<file path="config.mk">
export PLATFORM = sky130hd
export DESIGN_NAME = fpga_cfg_loader_flat
export DESIGN_NICKNAME = d
export VERILOG_FILES = /design/src/rtl/fpga_cfg_pkg.sv /design/src/rtl/fpga_cfg_loader_if.sv /design/src/rtl/cfg_shadow_sr.sv /design/src/rtl/fpga_cfg_loader.sv /design/src/flat_wrapper.sv
export SDC_FILE = /design/constraint.sdc
export NUM_CORES = 1
export LEC_CHECK = 0
export CORE_MARGIN = 2
export CORE_UTILIZATION = 45
export CTS_BUF_LIST = sky130_fd_sc_hd__clkbuf_4
export DETAILED_ROUTE_END_ITERATION = 6
export GPL_TIMING_DRIVEN = 1
export PLACE_DENSITY = 0.73
export SLEW_MARGIN = 0
export SYNTH_ARGS = -nofsm -noshare
export SYNTH_HDL_FRONTEND = slang
export SYNTH_SLANG_ARGS = --single-unit
</file>
<file path="constraint.sdc">
create_clock -name clock -period 2.78 [get_ports clock]
set_clock_uncertainty 0.05 [all_clocks]
set_input_delay 0.278 -clock clock [delete_from_list [all_inputs] [get_ports clock]]
set_output_delay 0.278 -clock clock [all_outputs]
set_load 0.005 [all_outputs]
</file>
<file path="src/rtl/fpga_cfg_pkg.sv">
// Shared defaults, derived sizes and state encoding for the FPGA configuration loader.
package fpga_cfg_pkg;

  localparam int N_TILES_DEF   = 8;
  localparam int TILE_BITS_DEF = 33;
  localparam int N_SB_DEF      = 5;
  localparam int SB_BITS_DEF   = 16;
  localparam logic [7:0] SYNC_WORD_DEF = 8'hA5;

  localparam int CFG_BITS_DEF      = N_TILES_DEF * TILE_BITS_DEF + N_SB_DEF * SB_BITS_DEF;
  localparam int PAYLOAD_BYTES_DEF = (CFG_BITS_DEF + 7) / 8;

  typedef enum logic [2:0] {
    ST_IDLE   = 3'd0,
    ST_HUNT   = 3'd1,
    ST_LOAD   = 3'd2,
    ST_CHECK  = 3'd3,
    ST_COMMIT = 3'd4
  } state_e;

  // Running frame checksum: plain XOR of every payload byte, pad bits included.
  function automatic logic [7:0] chk_update(input logic [7:0] chk, input logic [7:0] data);
    return chk ^ data;
  endfunction

endpackage

</file>
<file path="src/rtl/fpga_cfg_loader_if.sv">
// Byte-wide valid/ready bitstream channel feeding the configuration loader.
interface fpga_cfg_loader_if;
  logic [7:0] in_data;
  logic       in_valid;
  logic       in_ready;

  modport master (output in_data, output in_valid, input in_ready);
  modport slave  (input in_data, input in_valid, output in_ready);
endinterface

</file>
<file path="src/rtl/cfg_shadow_sr.sv">
// Byte-shift shadow register for the incoming payload plus its running XOR checksum.
module cfg_shadow_sr
  import fpga_cfg_pkg::*;
#(
  parameter int PAYLOAD_BYTES = PAYLOAD_BYTES_DEF
) (
  input  logic                       clock,
  input  logic                       reset,
  input  logic                       clear,
  input  logic                       shift_en,
  input  logic [7:0]                 byte_in,
  output logic [PAYLOAD_BYTES*8-1:0] shadow,
  output logic [7:0]                 chk
);

  localparam int W = PAYLOAD_BYTES * 8;

  logic [W-1:0] shadow_r;
  logic [7:0]   chk_r;

  // New bytes enter at the top so the first payload byte ends up in bits [7:0].
  always_ff @(posedge clock) begin
    if (reset) begin
      shadow_r <= '0;
      chk_r    <= 8'h00;
    end else if (clear) begin
      shadow_r <= '0;
      chk_r    <= 8'h00;
    end else if (shift_en) begin
      shadow_r <= {byte_in, shadow_r[W-1:8]};
      chk_r    <= chk_update(chk_r, byte_in);
    end else begin
      shadow_r <= shadow_r;
      chk_r    <= chk_r;
    end
  end

  assign shadow = shadow_r;
  assign chk    = chk_r;

endmodule

</file>
<file path="src/rtl/fpga_cfg_loader.sv">
// Sync-hunting bitstream loader that checks an XOR checksum and atomically
// commits the payload to the tile and switch-box configuration buses.
module fpga_cfg_loader
  import fpga_cfg_pkg::*;
#(
  parameter int         N_TILES   = N_TILES_DEF,
  parameter int         TILE_BITS = TILE_BITS_DEF,
  parameter int         N_SB      = N_SB_DEF,
  parameter int         SB_BITS   = SB_BITS_DEF,
  parameter logic [7:0] SYNC_WORD = SYNC_WORD_DEF
) (
  input  logic                         clock,
  input  logic                         reset,
  input  logic                         start,
  input  logic                         abort,
  fpga_cfg_loader_if.slave             bs,
  output logic [N_TILES*TILE_BITS-1:0] tile_cfg,
  output logic [N_SB*SB_BITS-1:0]      sb_cfg,
  output logic                         busy,
  output logic                         cfg_done,
  output logic                         cfg_error
);

  localparam int TILE_W        = N_TILES * TILE_BITS;
  localparam int SB_W          = N_SB * SB_BITS;
  localparam int CFG_BITS      = TILE_W + SB_W;
  localparam int PAYLOAD_BYTES = (CFG_BITS + 7) / 8;
  localparam int CNT_BITS      = $clog2(PAYLOAD_BYTES + 1);
  localparam logic [CNT_BITS-1:0] LAST_IDX = CNT_BITS'(PAYLOAD_BYTES - 1);

  localparam logic [2:0] S_IDLE   = ST_IDLE;
  localparam logic [2:0] S_HUNT   = ST_HUNT;
  localparam logic [2:0] S_LOAD   = ST_LOAD;
  localparam logic [2:0] S_CHECK  = ST_CHECK;
  localparam logic [2:0] S_COMMIT = ST_COMMIT;

  logic [2:0]                 state_r;
  logic [2:0]                 fsm_next_s;
  logic [2:0]                 state_n_s;
  logic [CNT_BITS-1:0]        count_r;
  logic                       in_ready_r;
  logic                       busy_r;
  logic                       cfg_done_r;
  logic                       cfg_error_r;
  logic [TILE_W-1:0]          tile_cfg_r;
  logic [SB_W-1:0]            sb_cfg_r;
  logic [PAYLOAD_BYTES*8-1:0] shadow_s;
  logic [7:0]                 chk_s;
  logic                       xfer_s;
  logic                       shadow_clr_s;
  logic                       shift_s;
  logic                       commit_s;
  logic                       err_set_s;
  logic                       flags_clr_s;
  logic                       commit_en_s;
  logic                       err_en_s;
  logic                       flags_clr_en_s;

  assign xfer_s = bs.in_valid && in_ready_r;

  // Frame-level control; abort is folded in afterwards so it overrides everything.
  always_comb begin
    fsm_next_s   = state_r;
    shadow_clr_s = 1'b0;
    shift_s      = 1'b0;
    commit_s     = 1'b0;
    err_set_s    = 1'b0;
    flags_clr_s  = 1'b0;
    case (state_r)
      S_IDLE: begin
        if (start) begin
          flags_clr_s = 1'b1;
          fsm_next_s  = S_HUNT;
        end else begin
          fsm_next_s = S_IDLE;
        end
      end
      S_HUNT: begin
        if (xfer_s && (bs.in_data == SYNC_WORD)) begin
          shadow_clr_s = 1'b1;
          fsm_next_s   = S_LOAD;
        end else begin
          fsm_next_s = S_HUNT;
        end
      end
      S_LOAD: begin
        if (xfer_s) begin
          shift_s = 1'b1;
          if (count_r == LAST_IDX) begin
            fsm_next_s = S_CHECK;
          end else begin
            fsm_next_s = S_LOAD;
          end
        end else begin
          fsm_next_s = S_LOAD;
        end
      end
      S_CHECK: begin
        if (xfer_s) begin
          if (bs.in_data == chk_s) begin
            fsm_next_s = S_COMMIT;
          end else begin
            err_set_s  = 1'b1;
            fsm_next_s = S_IDLE;
          end
        end else begin
          fsm_next_s = S_CHECK;
        end
      end
      S_COMMIT: begin
        commit_s   = 1'b1;
        fsm_next_s = S_IDLE;
      end
      default: begin
        fsm_next_s = S_IDLE;
      end
    endcase
  end

  assign state_n_s      = abort ? S_IDLE : fsm_next_s;
  assign commit_en_s    = commit_s && !abort;
  assign err_en_s       = err_set_s && !abort;
  assign flags_clr_en_s = flags_clr_s && !abort;

  // State, handshake/status outputs, byte counter and the committed configuration.
  always_ff @(posedge clock) begin
    if (reset) begin
      state_r     <= S_IDLE;
      count_r     <= '0;
      in_ready_r  <= 1'b0;
      busy_r      <= 1'b0;
      cfg_done_r  <= 1'b0;
      cfg_error_r <= 1'b0;
      tile_cfg_r  <= '0;
      sb_cfg_r    <= '0;
    end else begin
      state_r    <= state_n_s;
      in_ready_r <= (state_n_s == S_HUNT) || (state_n_s == S_LOAD) || (state_n_s == S_CHECK);
      busy_r     <= (state_n_s != S_IDLE);
      if (shadow_clr_s) begin
        count_r <= '0;
      end else if (shift_s) begin
        count_r <= count_r + CNT_BITS'(1);
      end else begin
        count_r <= count_r;
      end
      if (commit_en_s) begin
        tile_cfg_r <= shadow_s[TILE_W-1:0];
        sb_cfg_r   <= shadow_s[CFG_BITS-1:TILE_W];
        cfg_done_r <= 1'b1;
      end else if (flags_clr_en_s) begin
        cfg_done_r <= 1'b0;
      end else begin
        cfg_done_r <= cfg_done_r;
      end
      if (err_en_s) begin
        cfg_error_r <= 1'b1;
      end else if (flags_clr_en_s) begin
        cfg_error_r <= 1'b0;
      end else begin
        cfg_error_r <= cfg_error_r;
      end
    end
  end

  cfg_shadow_sr #(
    .PAYLOAD_BYTES (PAYLOAD_BYTES)
  ) u_shadow (
    .clock    (clock),
    .reset    (reset),
    .clear    (shadow_clr_s),
    .shift_en (shift_s),
    .byte_in  (bs.in_data),
    .shadow   (shadow_s),
    .chk      (chk_s)
  );

  assign bs.in_ready = in_ready_r;
  assign busy        = busy_r;
  assign cfg_done    = cfg_done_r;
  assign cfg_error   = cfg_error_r;
  assign tile_cfg    = tile_cfg_r;
  assign sb_cfg      = sb_cfg_r;

endmodule

</file>
<file path="src/flat_wrapper.sv">
// flat-port wrapper written by rule: the top's interface ports become plain ports
module fpga_cfg_loader_flat import fpga_cfg_pkg::*;
#(
  parameter int         N_TILES   = N_TILES_DEF,
  parameter int         TILE_BITS = TILE_BITS_DEF,
  parameter int         N_SB      = N_SB_DEF,
  parameter int         SB_BITS   = SB_BITS_DEF,
  parameter logic [7:0] SYNC_WORD = SYNC_WORD_DEF
)
  (clock, reset, start, abort, tile_cfg, sb_cfg, busy, cfg_done, cfg_error, bs_in_data, bs_in_valid, bs_in_ready);
  fpga_cfg_loader_if bs_i ();
  input  logic clock;
  input  logic reset;
  input  logic start;
  input  logic abort;
  output logic [N_TILES*TILE_BITS-1:0] tile_cfg;
  output logic [N_SB*SB_BITS-1:0] sb_cfg;
  output logic busy;
  output logic cfg_done;
  output logic cfg_error;
  input wire logic [$bits(bs_i.in_data)-1:0] bs_in_data;
  input wire logic [$bits(bs_i.in_valid)-1:0] bs_in_valid;
  output wire logic [$bits(bs_i.in_ready)-1:0] bs_in_ready;
  assign bs_i.in_data = bs_in_data;
  assign bs_i.in_valid = bs_in_valid;
  assign bs_in_ready = bs_i.in_ready;
  fpga_cfg_loader #(.N_TILES(N_TILES), .TILE_BITS(TILE_BITS), .N_SB(N_SB), .SB_BITS(SB_BITS), .SYNC_WORD(SYNC_WORD)) u_core (.clock(clock), .reset(reset), .start(start), .abort(abort), .bs(bs_i), .tile_cfg(tile_cfg), .sb_cfg(sb_cfg), .busy(busy), .cfg_done(cfg_done), .cfg_error(cfg_error));
endmodule
</file>
; ---- Word level (Yosys, flattened, before mapping)
; Cells that the tools add are included.
[totals]
wordCells = 56
ff_bits = 709
[op_classes]
n_addsub = 1
bitwise = 1
reduce_logical = 13
n_mux = 21
eq_ne = 10
[op_table]
columns = operator, n
row1 = 1-bit 2-to-1 mux, 16
row2 = "3-bit by 2-bit == test with 1-bit output, second input constant", 4
row3 = 3-bit case mux with 4 select lines, 1
row4 = 3-bit 2-to-1 mux, 3
row5 = 8-bit == test, 1
row6 = "8-bit == test, second input constant", 1
row7 = 8-bit XOR, 1
row8 = "6-bit by 1-bit adder with 6-bit output, second input constant", 1
row9 = "3-bit by 1-bit == test with 1-bit output, second input constant", 2
row10 = "6-bit == test, second input constant", 1
row11 = 1-bit logical AND, 5
row12 = 2-bit nonzero test, 2
row13 = "3-bit == test, second input constant", 1
row14 = 3-bit zero test, 1
row15 = 3-bit nonzero test, 1
row16 = 1-bit logical OR, 2
row17 = 2-bit 2-to-1 mux, 1
row18 = 2-bit OR reduction, 1
row19 = 1-bit zero test, 1

; ---- Longest topological paths before layout
; Gate-level depths: netlist of the first run.
[logic_depth]
ltp_word = 8
mapped_depth = 9

; ---- Modules after synthesis
; From an unflattened synthesis of the first run, not the netlist that was laid out.
[unflattened]
cells_unflattened = 2719
hier_area_um2 = 25155.4
[by_module_without_submodules]
columns = module, seq_area_each_um2, instances, cells_each, area_per_inst_um2
row1 = cfg_shadow_sr, 7046.8, 1, 1144, 12654.6
row2 = fpga_cfg_loader, 7146.9, 1, 1575, 12500.7

; ---- Worst setup path before layout of the first run
; OpenSTA, ideal clock, no wires.
[synth_timing]
path_kind = reg2reg
start = register u_core.in_ready_r, in the netlist u_core.bs.in_ready
end = register u_core.u_shadow.shadow_r[336], in the netlist u_core.u_shadow.shadow[336]
slack_ps = 1170
path_stages_with_launch = 8
setup_time_ps = 120
required_ps = 2610
t_arrival_ps = 1440
cell_sequence = dfxtp_1 nand4b_1 nor4b_2 a21o_1 buf_4 buf_6 buf_6 a21oi_1
[synth_via]
elab_chain_cells = 5
word_cells_on_any_way = 7
classes_between = mux (4) / reduce/logical (3)
[synth_rtl]
columns = item, line
row1 = from (decl), fpga_cfg_loader.sv:41  ; logic in_ready_r;
row2 = from (signal assigned), fpga_cfg_loader.sv:138  ; in_ready_r <= (state_n_s == S_HUNT) || (state_n_s == S_LOAD) || (state_n_s == S_CHECK);
row3 = 1-bit logical AND *, fpga_cfg_loader.sv:59  ; assign xfer_s = bs.in_valid && in_ready_r;
row4 = 1-bit logical AND, fpga_cfg_loader.sv:79  ; if (xfer_s && (bs.in_data == SYNC_WORD)) begin
row5 = 1-bit 2-to-1 mux, fpga_cfg_loader.sv:79
row6 = 1-bit 2-to-1 mux, fpga_cfg_loader.sv:69  ; case (state_r)
row7 = 2-bit OR reduction (no source line), n/a
row8 = to (signal assigned), cfg_shadow_sr.sv:30  ; shadow_r <= {byte_in, shadow_r[W-1:8]};
row9 = to (signal assigned), cfg_shadow_sr.sv:33  ; shadow_r <= shadow_r;
row10 = to (decl), cfg_shadow_sr.sv:18  ; logic [W-1:0] shadow_r;
; Every way passes the cells marked *; elsewhere a longest branch is shown, timed or not.
; A chain may end at the register's enable or synchronous reset.

; ---- Final worst setup path of the first run
[layout_timing]
start = register u_core.in_ready_r, in the netlist u_core.bs.in_ready
end = output port bs_in_ready
[layout_lines]
columns = item, line
row1 = to (decl), flat_wrapper.sv:23  ; output wire logic [$bits(bs_i.in_ready)-1:0] bs_in_ready;
; No word-level cell between the ends.

==> results.toml, run 1 <==
[outcome]
run_status = "complete, no violations"

[setup_path]
crit_chain = "clkdlybuf4s50_1"
worst_r2r_startpoint = "u_core.state_r[0]"
worstPathMaxFanout = 7
critical_path.startpoint_type = "flop"
cpLargestDelayFamily = "buffers and inverters"
cp.buffers_inverters = 1
critical_path.slowest_cell = "sky130_fd_sc_hd__clkdlybuf4s50_1"
worstSetupEndpointType = "output port"
critPathMaxStageDelay_ns = 0.56
critical_path_data_required_time_ns = 2.45
cp-startpoint = "u_core.bs.in_ready"
timing.critical_path.arrival_ns = 2.02
path_class = "flop to output port"

[synthesis]
post_syn_area_sq_um = 24800
synth_warnings = 0
synth_top_cells_by_count = "1374 x sky130_fd_sc_hd__nand2_1, 709 x sky130_fd_sc_hd__dfxtp_1, 693 x sky130_fd_sc_hd__a21oi_1"
synth_area_leaders = "sky130_fd_sc_hd__dfxtp_1 57%, sky130_fd_sc_hd__nand2_1 21%, sky130_fd_sc_hd__a21oi_1 14%, sky130_fd_sc_hd__buf_2 2.2%, sky130_fd_sc_hd__buf_6 1.6%"
yosys.area.top_type = "sky130_fd_sc_hd__dfxtp_1"
yosysMostFrequentCell = "sky130_fd_sc_hd__nand2_1"
synth_fp_nets = 3112
synthArstFlopShare_pct = 0
postSynthRegisterBits = 709
synth_edf_count = 0
ys_types = 33
seq_area_frac_synth_pct = 57.2
synth_ff_type = "sky130_fd_sc_hd__dfxtp_1"
syn_area_per_cell_sq_um = 8.01
post_syn_instances = 3097
synth_top_area_share_pct = 57.2

[power]
p_leak_nw = 10.2
irDropWorstVdd_v = 0.000338
power.density_nw_per_um2 = 617

[timing]
final_clock_period_utilization_by_the_worst_path_pct = 84.5
smallest_hold_slack_ns = 0.237
worst_slew_margin_rel_pct = 58.8
tightestPinTransition_ns = 0.618
timing.final.crit_period_ns = 2.35
slew_viol_final = 0
fin_tns_setup_ns = 0
grt_setup_unrepaired = "false"
timing.final.setup_violations = 0
endpoints_failing_hold = 0
fmax_mhz = 426

[floorplan]
initial_core_util_pct = 45.3
placeableCoreArea_sq_um = 54800
die_footprint_sq_um = 57000
die-width_um = 239
dieHeight_um = 239
num_rows = 86
num_io_pins = 361

[global_routing]
wire_length_of_the_first_global_routing_pass_mm = 105
vias_in_the_first_global_route = 19800
pin_count_of_the_biggest_net_entering_global_routing = 124
number_of_antenna_violations_at_the_first_check_in_global_routing = 2
globalRoute.totalOverflow = 0
grtUsageTotal_pct = 22.9

[placement]
place_congestion = 0.811
place_hpwl_mm = 43.0
dpl_cell_area_sq_um = 28800
numPortBuffers = 360

[cts]
worstSkewPairLatency_ns = 1.00
number_of_buffers_created_by_cts = 179
cts_max_path_buffers = 3
cts_tree = "built"
path_clk_slew_ns = 0.06
cts_sinks = 709
cts_root_buf = "sky130_fd_sc_hd__clkbuf_4"
cts_post_setup_buffers_inserted = 0
h-tree-depth = 4
cts-hold-fix-buffers = 14
cts_repair_resize_count = 0

[finish]
final_design_area_no_fill_sq_um = 31100
layout.area.seq_sq_um = 14200
fillerInstances = 5013
syn2layout_area_growth_pct = 25.6
final_layout_size_suffix_gt1_share_pct = 9.64
multi_input_comb_area_sq_um = 9210
finish.net_count = 3489

[hold_path]
min_path_type = "primary input to flop"
holdCritStartpoint = "reset"

[detailed_routing]
final_antenna_net_count = 0
detail_route.wirelength_mm = 66.6
vias = 21700
post_drt_via_cell_ratio = 5.06
wl_per_cell_um = 15.5
drt_first_iter_violations = 1769
firstDrtPassIters = 5
remaining_design_rule_violation_count = 0

[job]
max_cap_viols = 0
-- placed cells by master (no fill, tap or decap), types with 9 or more instances in the layout --
cell,synthesis,final
sky130_fd_sc_hd__nand2_1,1374,1372
sky130_fd_sc_hd__a21oi_1,693,693
sky130_fd_sc_hd__dlygate4sd3_1,0,14
sky130_fd_sc_hd__xor2_1,18,18
sky130_fd_sc_hd__buf_12,0,33
sky130_fd_sc_hd__clkdlybuf4s50_1,0,359
sky130_fd_sc_hd__clkbuf_4,0,257
sky130_fd_sc_hd__clkinv_2,0,9
sky130_fd_sc_hd__clkinv_1,0,18
sky130_fd_sc_hd__nor2_1,20,20
sky130_fd_sc_hd__dfxtp_1,709,709
sky130_fd_sc_hd__buf_4,34,25
sky130_fd_sc_hd__nand3_1,13,13
-- metrics by stage --
stage	setup WS, ns	util (%)	instances	power [mW]
finish	0.431	56.9	4297	19.2
detailed placement	0.410	52.5	3983	10.6
floorplan	1.17	-	3097	10.6
global placement	0.454	52.5	3983	10.6
global route	0.230	56.9	4297	20.0
CTS	0.274	56.9	4294	19.5
-- layer usage --
metal	vias to the layer above	part of all wire (%)	GRT usage, %
li1	10800	-	-
met1	10200	44	30.4
met2	676	46	35.1
met3	96	7.6	7.14
met4	0	2.1	8.26
met5	-	0	0
-- state kept, by name, indices dropped and copies added, names as in the netlist --
signal / cells
u_core.tile_cfg: 264
u_core.cfg_error: 1
u_core.u_shadow.shadow: 344
u_core.count_r: 6
u_core.bs.in_ready: 1
u_core.busy: 1
u_core.state_r: 3
u_core.u_shadow.chk: 8
u_core.cfg_done: 1
u_core.sb_cfg: 80
-- report_power, final --
group | internal [mW] | switching, mW
clock network | 4.68 | 4.10
logic | 0.0678 | 0.195
registers | 10.2 | 0.00390
-- path summary, 6_finish.rpt --
| check | slack (ns) | cells after the start | to |
|---|---|---|---|
| worst max-delay path | 0.43 | 1 | bs_in_ready |
| worst min-delay path | 0.24 | 3 | u_core.sb_cfg[54] |
| worst max register to register | 0.72 | 6 | u_core.tile_cfg[171] |
| worst min register to register | 0.39 | 2 | u_core.u_shadow.shadow[287] |
-- cell families after synthesis --
| family | count (synthesis) | share of synthesized area (%) |
|---|---|---|
| AND/OR/NAND/NOR | 1427 | 22.0 |
| flip-flops | 709 | 57.2 |
| AO/OA/AOI/OAI | 700 | 14.2 |
| buffers and inverters | 238 | 5.72 |
| XOR/XNOR | 21 | 0.742 |
| adder cells (fa/ha/maj) | 2 | 0.101 |
-- cell type report --
type | instances | area share [%]
diodes | 3 | 0.0241
clock inverters | 40 | 1.03
multi-input cells | 2150 | 29.6
repair buffers | 432 | 14.8
well taps | 704 | 2.83
clock buffers | 257 | 6.19
inverters | 2 | 0.0241
flip-flops and latches | 709 | 45.6
-- tightest hold or removal path, cell delays in order --
cell and delay, ns:
sky130_fd_sc_hd__dlygate4sd3_1 0.57, sky130_fd_sc_hd__buf_8 0.25, sky130_fd_sc_hd__a21oi_1 0.15
(Power assumes the default switching activity.)
==> run 2: changes to the inputs <==
- PLACE_DENSITY: 0.73 -> 0.76
- clock period: 2.78 -> 2.15 ns (I/O delays scaled with it)
==> run 2 against run 1 <==
Sequential power grew 28%. Die area is the same. Count of clock-buffer cells in the layout shrank 11. Non-clock buffer count grew 56. Critical path depth is the same. Clock power grew 23%. Setup slack lost 0.26 ns. Total power grew 26%. Flip-flop and latch count is the same. Register-to-register slack lost 0.51 ns. Critical path type unchanged. Critical endpoint is now tile_cfg[195].
==> results.toml, run 2 (synthesis gave the netlist of run 1 again) <==
[outcome]
run_status = "complete, no violations"

[cts]
h-tree-depth = 4
number_of_buffers_created_by_cts = 178
worstSkewPairLatency_ns = 1.03
cts_max_path_buffers = 3
cts_tree = "built"
cts_sinks = 709
cts_root_buf = "sky130_fd_sc_hd__clkbuf_4"
path_clk_slew_ns = 0.07

[global_routing]
vias_in_the_first_global_route = 20800
globalRoute.totalOverflow = 0
wire_length_of_the_first_global_routing_pass_mm = 106
grtUsageTotal_pct = 23.2
pin_count_of_the_biggest_net_entering_global_routing = 121
number_of_antenna_violations_at_the_first_check_in_global_routing = 1

[placement]
place_congestion = 0.820
place_hpwl_mm = 44.9
dpl_cell_area_sq_um = 29400
numPortBuffers = 360
pre_cts_ws_ns = -0.0958

[hold_path]
worst_hold_path.num_cells = 4
min_path_type = "primary input to flop"
worstHoldEndpoint = "u_core.state_r[0]"
holdCritStartpoint = "bs_in_valid"

[timing]
timing.final.crit_period_ns = 1.98
postLayoutSetupSlackWorst_ns = 0.171
smallest_hold_slack_ns = 0.138
fin_tns_setup_ns = 0
endpoints_failing_hold = 0
final_clock_period_utilization_by_the_worst_path_pct = 92.0
slew_viol_final = 0
fmax_mhz = 505
timing.final.setup_violations = 0
grt_setup_unrepaired = "false"
tightestPinTransition_ns = 0.600
worst_slew_margin_rel_pct = 60.0

[setup_path]
cpLargestDelayFamily = "buffers and inverters"
r2r-end = "u_core.u_shadow.shadow[85]"
critical_path_data_required_time_ns = 1.88
critPathMaxStageDelay_ns = 0.41
setup_slack_on_the_worst_flop_to_flop_path_ns = 0.21
worst_r2r_startpoint = "u_core.bs.in_ready"
timing.critical_path.arrival_ns = 1.71
cp.buffers_inverters = 1
crit_chain = "dlygate4sd2_1"
worstSetupEndpointType = "output port"
critical_path.slowest_cell = "sky130_fd_sc_hd__dlygate4sd2_1"
worstPathMaxFanout = 2
critical_path.startpoint_type = "flop"
reg2regPathDepth = 6
path_class = "flop to output port"

[detailed_routing]
post_drt_via_cell_ratio = 5.10
wl_per_cell_um = 15.5
remaining_design_rule_violation_count = 0
detail_route.wirelength_mm = 67.2
firstDrtPassIters = 5
vias = 22100
drt_first_iter_violations = 1654
final_antenna_net_count = 0

[finish]
most-common-layout-cells = "1372 x sky130_fd_sc_hd__nand2_1, 693 x sky130_fd_sc_hd__a21oi_1, 602 x sky130_fd_sc_hd__dfxtp_1, 347 x sky130_fd_sc_hd__dlygate4sd2_1, 246 x sky130_fd_sc_hd__clkbuf_4"
largest_register_ffs = 344
final_design_area_no_fill_sq_um = 31300
layout_commonest_cell = "sky130_fd_sc_hd__nand2_1"
final_layout_size_suffix_gt1_share_pct = 13.6
syn2layout_area_growth_pct = 26.1
fillerInstances = 4929
finish.net_count = 3544

[floorplan]
placeableCoreArea_sq_um = 54800
dieHeight_um = 239
initial_core_util_pct = 45.3
die_footprint_sq_um = 57000
num_io_pins = 361
die-width_um = 239
num_rows = 86

[job]
max_cap_viols = 0

[power]
irDropWorstVdd_v = 0.000439
p_leak_nw = 12.2
power.density_nw_per_um2 = 777
run 2: tightest hold or removal path: cells and delay by family:
family / cells / cell delay [ns]
buffers and inverters: 2 / 0.71
AOI/OAI and AO/OA: 2 / 0.26
run 2: power breakdown:
part	total [mW]	switching (mW)	internal, mW
Clock	10.8	5.20	5.56
Combinational	0.385	0.261	0.124
Sequential	13.1	0.00603	13.1
run 2: layer usage:
| layer | track usage (%) | routed length, um |
|---|---|---|
| met1 | 29.6 | 29000 |
| met2 | 36.7 | 31300 |
| met3 | 6.59 | 4830 |
| met4 | 10.0 | 2040 |
| met5 | 0 | 0 |
run 2: final cells by class:
cell class / count / area [sq um] / share of cell area, %
repair buffers: 488 / 4770 / 15.3
well taps: 704 / 881 / 2.82
inverters: 2 / 7.51 / 0.0240
clock inverters: 29 / 224 / 0.716
diodes: 1 / 2.50 / 0.00800
clock buffers: 246 / 1850 / 5.91
flip-flops and latches: 709 / 14300 / 45.8
multi-input cells: 2150 / 9210 / 29.5
run 2: what timing repair did:
action,4_1_cts,5_1_grt
hold buffers,14,0
endpoints found under the hold margin,709,0
gates resized for setup,456,1
setup buffers,1,0
endpoints found under the setup margin,348,1
run 2: worst max path at each step:
stage / startpoint / to / slack [ns] / cells past startpoint
after floorplan: u_core.bs.in_ready / u_core.u_shadow.shadow[336] / 0.54 / 7
after global placement: bs_in_valid / u_core.u_shadow.shadow[80] / -0.08 / 7
after detailed placement: bs_in_valid / u_core.u_shadow.shadow[266] / -0.1 / 7
after CTS: u_core.tile_cfg[198] / tile_cfg[198] / 0.05 / 1
after global routing: u_core.tile_cfg[198] / tile_cfg[198] / 0.003 / 1
final: u_core.tile_cfg[195] / tile_cfg[195] / 0.17 / 1
run 2: stage by stage:
step | util (%) | power (mW) | std cells
6_report | 57.1 | 24.3 | 4329
5_1_grt | 57.1 | 25.3 | 4329
4_1_cts | 57.1 | 24.6 | 4328
3_5_place_dp | 53.6 | 13.8 | 4038
3_3_place_gp | 53.6 | 13.8 | 4038
2_1_floorplan | - | 13.7 | 3097
